===== config.mk =====
export PLATFORM = sky130hd
export DESIGN_NAME = rx_frame_assembler
export DESIGN_NICKNAME = d
export VERILOG_FILES = /design/src/rtl/rx_frame_assembler.sv
export SDC_FILE = /design/constraint.sdc
export NUM_CORES = 1
export LEC_CHECK = 0
export BUFFER_PORTS_ARGS = -buffer_cell sky130_fd_sc_hd__buf_2
export CAP_MARGIN = 10
export CORE_UTILIZATION = 55
export CTS_CLUSTER_DIAMETER = 200
export DETAILED_ROUTE_END_ITERATION = 7
export GPL_TIMING_DRIVEN = 0
export MAX_ROUTING_LAYER = met4
export PLACE_DENSITY = 0.77
export SLEW_MARGIN = 20
export SYNTH_ARGS = -nofsm -noshare
export SYNTH_HDL_FRONTEND = slang
export SYNTH_SLANG_ARGS = --single-unit

===== constraint.sdc =====
create_clock -name i_clk -period 2 [get_ports i_clk]
set_input_delay 0.1 -clock i_clk [delete_from_list [all_inputs] [get_ports i_clk]]
set_output_delay 0.1 -clock i_clk [all_outputs]
set_load 0.05 [all_outputs]

===== src/rtl/rx_frame_assembler.sv =====
// Assembles {sync, A[BYTES], B[BYTES], opcode} from a UART byte stream into one ALU frame.
// Latency: o_valid/o_a/o_b/o_op register one cycle after the opcode byte's rising i_done_data.
// Backpressure: frame held on o_valid until i_ready; bytes arriving meanwhile are dropped with o_frame_err.
module rx_frame_assembler #(
    parameter int                  NB_DATA        = 8,
    parameter int                  NB_OPERAND     = 16,
    parameter int                  NB_OPCODE      = 6,
    parameter bit                  SYNC_EN        = 1'b1,
    parameter logic [NB_DATA-1:0]  SYNC_BYTE      = 8'hA5,
    parameter int                  TIMEOUT_CYCLES = 100000,
    parameter int                  NB_TIMER       = 17
) (
    input  logic                   i_clk,
    input  logic                   i_rst,
    input  logic [NB_DATA-1:0]     i_data,
    input  logic                   i_done_data,
    input  logic                   i_ready,
    output logic [NB_OPERAND-1:0]  o_a,
    output logic [NB_OPERAND-1:0]  o_b,
    output logic [NB_OPCODE-1:0]   o_op,
    output logic                   o_valid,
    output logic                   o_frame_err,
    output logic                   o_busy
);

    localparam int BYTES  = NB_OPERAND / NB_DATA;
    localparam int NB_CNT = $clog2(BYTES) + 2;
    localparam bit TMO_EN = (TIMEOUT_CYCLES != 0);
    localparam logic [NB_TIMER-1:0] TMO_LAST = NB_TIMER'(TIMEOUT_CYCLES - 1);

    typedef enum logic [2:0] {IDLE, RX_A, RX_B, RX_OP, HOLD} state_t;

    // Without a sync byte the first byte of a frame is already operand A.
    localparam state_t START = state_t'(SYNC_EN ? IDLE : RX_A);

    // A frame is partial once it has consumed at least one byte and is not yet complete.
    function automatic logic partial_f(input state_t s, input logic [NB_CNT-1:0] c);
        return (s == RX_B) || (s == RX_OP) || ((s == RX_A) && (SYNC_EN || (c != '0)));
    endfunction

    state_t                 state_q, state_d;
    logic [NB_CNT-1:0]      cnt_q, cnt_d;
    logic [NB_TIMER-1:0]    timer_q, timer_d;
    logic [NB_OPERAND-1:0]  shadow_a_q, shadow_a_d;
    logic [NB_OPERAND-1:0]  shadow_b_q, shadow_b_d;
    logic [NB_OPERAND-1:0]  a_q, a_d;
    logic [NB_OPERAND-1:0]  b_q, b_d;
    logic [NB_OPCODE-1:0]   op_q, op_d;
    logic                   valid_q, err_q, err_d, busy_q, done_prev_q;

    logic ev;
    logic last_byte;
    logic timeout_hit;

    assign ev        = i_done_data & ~done_prev_q;
    assign last_byte = (cnt_q == NB_CNT'(BYTES - 1));
    // busy_q is the registered partial-frame flag of the current state.
    assign timeout_hit = TMO_EN && busy_q && !ev && (timer_q == TMO_LAST);

    // Next-state, shadow capture, output load, error and inter-byte timer.
    always_comb begin
        state_d    = state_q;
        cnt_d      = cnt_q;
        shadow_a_d = shadow_a_q;
        shadow_b_d = shadow_b_q;
        a_d        = a_q;
        b_d        = b_q;
        op_d       = op_q;
        err_d      = 1'b0;
        case (state_q)
            IDLE: begin
                if (ev && (i_data == SYNC_BYTE)) begin
                    state_d = RX_A;
                    cnt_d   = '0;
                end
            end
            RX_A: begin
                if (ev) begin
                    for (int i = 0; i < BYTES; i++)
                        if (cnt_q == NB_CNT'(i)) shadow_a_d[i*NB_DATA +: NB_DATA] = i_data;
                    if (last_byte) begin
                        cnt_d   = '0;
                        state_d = RX_B;
                    end else begin
                        cnt_d = cnt_q + 1'b1;
                    end
                end
            end
            RX_B: begin
                if (ev) begin
                    for (int i = 0; i < BYTES; i++)
                        if (cnt_q == NB_CNT'(i)) shadow_b_d[i*NB_DATA +: NB_DATA] = i_data;
                    if (last_byte) begin
                        cnt_d   = '0;
                        state_d = RX_OP;
                    end else begin
                        cnt_d = cnt_q + 1'b1;
                    end
                end
            end
            RX_OP: begin
                if (ev) begin
                    a_d     = shadow_a_q;
                    b_d     = shadow_b_q;
                    op_d    = i_data[NB_OPCODE-1:0];
                    state_d = HOLD;
                end
            end
            HOLD: begin
                // A byte here is an overrun; acceptance still proceeds in the same cycle.
                err_d = ev;
                if (i_ready) state_d = START;
            end
            default: begin
                state_d = START;
                cnt_d   = '0;
            end
        endcase
        // Stalled partial frame: abandon it, shadows are simply overwritten later.
        if (timeout_hit) begin
            state_d = START;
            cnt_d   = '0;
            err_d   = 1'b1;
        end
        if (ev || !busy_q || timeout_hit) timer_d = '0;
        else                              timer_d = timer_q + 1'b1;
    end

    // State and registered outputs, synchronous active-low reset.
    always_ff @(posedge i_clk) begin
        if (!i_rst) begin
            state_q     <= START;
            cnt_q       <= '0;
            timer_q     <= '0;
            shadow_a_q  <= '0;
            shadow_b_q  <= '0;
            a_q         <= '0;
            b_q         <= '0;
            op_q        <= '0;
            valid_q     <= 1'b0;
            err_q       <= 1'b0;
            busy_q      <= 1'b0;
            done_prev_q <= 1'b0;
        end else begin
            state_q     <= state_d;
            cnt_q       <= cnt_d;
            timer_q     <= timer_d;
            shadow_a_q  <= shadow_a_d;
            shadow_b_q  <= shadow_b_d;
            a_q         <= a_d;
            b_q         <= b_d;
            op_q        <= op_d;
            valid_q     <= (state_d == HOLD);
            err_q       <= err_d;
            busy_q      <= partial_f(state_d, cnt_d);
            done_prev_q <= i_done_data;
        end
    end

    assign o_a         = a_q;
    assign o_b         = b_q;
    assign o_op        = op_q;
    assign o_valid     = valid_q;
    assign o_frame_err = err_q;
    assign o_busy      = busy_q;

endmodule

==> results.txt <==
The run finished with clean final reports. The maximum number of buffers from clock root to sink came out at 2. TritonCTS built the clock tree.

The via count of the first global-routing pass is 2741. Entering global routing, the biggest net connects 20 pins. Setup repair after global routing could not meet its margin everywhere.

The number of warnings reported in the yosys synthesis log came out at 0. The worst hold-check slack is 0.0764 ns. The total number of placement rows came out at 30.

The number of enable-type register cells in the synthesized netlist is 0. The number of antenna violations at the first check in global routing is 0. The top cell types in the final layout, fill and taps aside, are sky130_fd_sc_hd__dfxtp_1 (94), sky130_fd_sc_hd__nand2_1 (85), sky130_fd_sc_hd__buf_2 (56). The H-tree depth came out at 3. The proportion of register bits with asynchronous set or reset after synthesis came out at 0%. The largest fanout of any net on the critical path is 8. Once the floorplan was initialized, standard cells occupied 57.3% of the core. The worst vdd rail ir drop came out at 0.000365 V.

The worst path needs 1.97 ns of the cycle, external delays included. The total leakage power is 1.70 nW. Dividing the detail-routed via count by the number of cells gives 5.11. TritonCTS created 9 clock buffers. The startpoint identified for the worst register-to-register timing path is timer_q[14]. The layout filler cell count came out at 621. The worst setup path is captured at a flop.

The count of distinct cell types in the synthesized netlist is 42. The global-route usage over all layers came out at between 20% and 30%. The completed layout was analyzed and its total power is 3.12 mW.

The core area is 6830 um^2. The cell count after synthesis is 425. In this run the worst setup path begins at timer_q[14]. The clock latency of the later-clocked register in the worst-skew pair is 0.35 ns. The clock-pin transition on the worst setup and hold timing paths is about 0.08 ns. The slew of the pin with the lowest slew margin came out at 0.647 ns.

The total via count after detailed routing is 3008. In the final routed layout, each cell accounts on average for 13.3 um. The count of buffers added on input and output ports is 52. The worst setup path is of the reg2reg kind.

In this run the vertical extent of the chip is 86.3 um. The final number of setup-violating endpoints came out at 0. The starting DRC count in detailed routing came out at 105.

After the flow finishes, the layout carries non-filler instances totaling 589. The global-route congestion overflow total is 0. The global-route wire length before repair came out at 13000 um. The worst slack after detailed placement is -0.0921 ns.

The library cell used most frequently in the layout, excluding fill and tap cells, is sky130_fd_sc_hd__dfxtp_1. The detailed-route wire length came out at 7860 um. The number of endpoints with negative hold slack in the final report was 0. The number of antenna repair diodes is 0. The area added between synthesis and finish came out at 14.8%. The tightest slew margin relative to the limit is 56.9%. The post-detailed-placement half-perimeter wirelength is between 5000 and 6000 um.

The data arrival time of the worst path came out at 2.20 ns. The number of slew-limit violations in the final report is 0. The most common flop cell mapped by yosys is sky130_fd_sc_hd__dfxtp_1. The first-pass iteration count of the detailed router is 4. The worst path meets setup with ~0.029 ns of slack. Of the synthesized area, sequential elements account for 49.6%. The highest achievable clock rate came out at 507 MHz.

The die extent in x is 86.3 um. For the final database, setup skew stands at 0.00753 ns. The class of the most critical hold timing path is in2reg. The residual DRC count came out at 0. The count of nets left with antenna violations once routing finished came out at 0. The fraction of the core area covered by cells at the end of the flow is 65.8%.

The count of maximum capacitance violations is 0. The net count after synthesis is 438. In this run the clock root is driven by a sky130_fd_sc_hd__clkbuf_8. The count of state elements after synthesis is 97.

The worst hold path begins at i_data[5]. The top-level port count came out at 53. The mean instance size in the synthesized netlist came out at 9.21 um^2. The required time reported for the critical path endpoint is 2.23 ns. The layout cell share with drive strength beyond 1 is 17.4%.

Counting every sink on the clock net gives 97. The power density normalized to cell area came out at 695 nW/um^2. The worst setup path is launched from a flop. The period utilization came out at about 99%. The routability-driven placement congestion ratio is 0.868.

The placed instance count is 573. The die covers approximately 7500 um^2. The cell area that synthesis handed to floorplanning was slightly below 4000 um^2.

The total number of nets in the final design is around 500.
[metal layers]
layer	track usage (%)	share of wire [%]	vias to the layer above
li1	-	-	1554
met1	30.6	50	1392
met2	36.1	45	51
met3	3.62	3.0	11
met4	10.0	1.6	0
met5	-	0	-
[cell usage after synthesis, drive strengths merged, types with 4 or more instances]
cell type | instances | share of area (%)
clkbuf | 19 | 1.8
a21oi | 6 | 0.77
nor2 | 24 | 2.3
a21boi | 38 | 7.3
mux2i | 32 | 8.2
inv | 4 | 0.38
nand4 | 8 | 1.7
xnor2 | 12 | 2.7
o21ai | 4 | 0.80
nor3 | 7 | 0.90
nor2b | 34 | 5.4
buf | 8 | 1.3
dfxtp | 97 | 50
nor4 | 4 | 0.64
nand2 | 85 | 8.2
nand3 | 11 | 1.4
[cell type report]
class / count / area (um^2) / area share, %
Timing Repair Buffer: 54 / 278 / 6.18
Inverter: 4 / 15.0 / 0.334
Clock buffer: 12 / 145 / 3.23
Multi-Input combinational cell: 297 / 1850 / 41.1
Sequential cell: 97 / 1950 / 43.4
Buffer: 26 / 123 / 2.73
Clock inverter: 3 / 17.5 / 0.390
Tap cell: 96 / 120 / 2.67
[state kept, by name, indices dropped and copies added (netlist names), 3 cells and up]
register,count
state_q,3
o_op,6
timer_q,17
o_b,16
cnt_q,3
shadow_b_q,16
shadow_a_q,16
o_a,16
[worst paths after layout]
| kind | to | slack, ns | cells past startpoint |
|---|---|---|---|
| setup / recovery | cnt_q[0] | 0.03 | 4 |
| hold / removal | o_op[5] | 0.08 | 3 |
| setup reg to reg | cnt_q[0] | 0.03 | 4 |
| hold reg to reg | o_a[1] | 0.46 | 2 |
[logic make-up (layout without fill, tap and decap cells)]
group / Yosys count / in the layout / share of synthesized area [%]
simple gates: 195 / 195 / 25.0
flops: 97 / 97 / 49.6
compound gates: 54 / 54 / 10.0
mux: 32 / 32 / 8.19
buf+inv: 31 / 99 / 3.49
xor+xnor: 15 / 15 / 3.36
fa+ha+maj: 1 / 1 / 0.320
[per-stage QoR]
stage / setup TNS [ns] / area, um^2
global route: -0.0175 / 4490
detailed placement: -1.06 / 4290
floorplan: 0 / 3910
finish: 0 / 4490
global placement: 0 / 4290
CTS: 0 / 4470
[power breakdown]
part	switching [mW]	internal, mW
Sequential	0.00132	1.93
Clock	0.618	0.476
Combinational	0.0578	0.0394
[critical path, cell delays in order, from the launching register on]
cell and delay, ns:
sky130_fd_sc_hd__dfxtp_2 0.34, sky130_fd_sc_hd__or4b_1 0.52, sky130_fd_sc_hd__or4_4 0.60, sky130_fd_sc_hd__o21ai_4 0.29
sky130_fd_sc_hd__a21oi_1 0.09
[repair_timing]
| item | 4_1_cts | 5_1_grt |
|---|---|---|
| endpoints found under the setup margin | 44 | 39 |
| pin swaps | 0 | 2 |
| hold buffers | 1 | 0 |
| resized for setup | 2 | 10 |
| hold endpoints to repair | 1 | 0 |
| buffers inserted | 0 | 1 |
No activity file was read; power rests on OpenSTA's default activity.
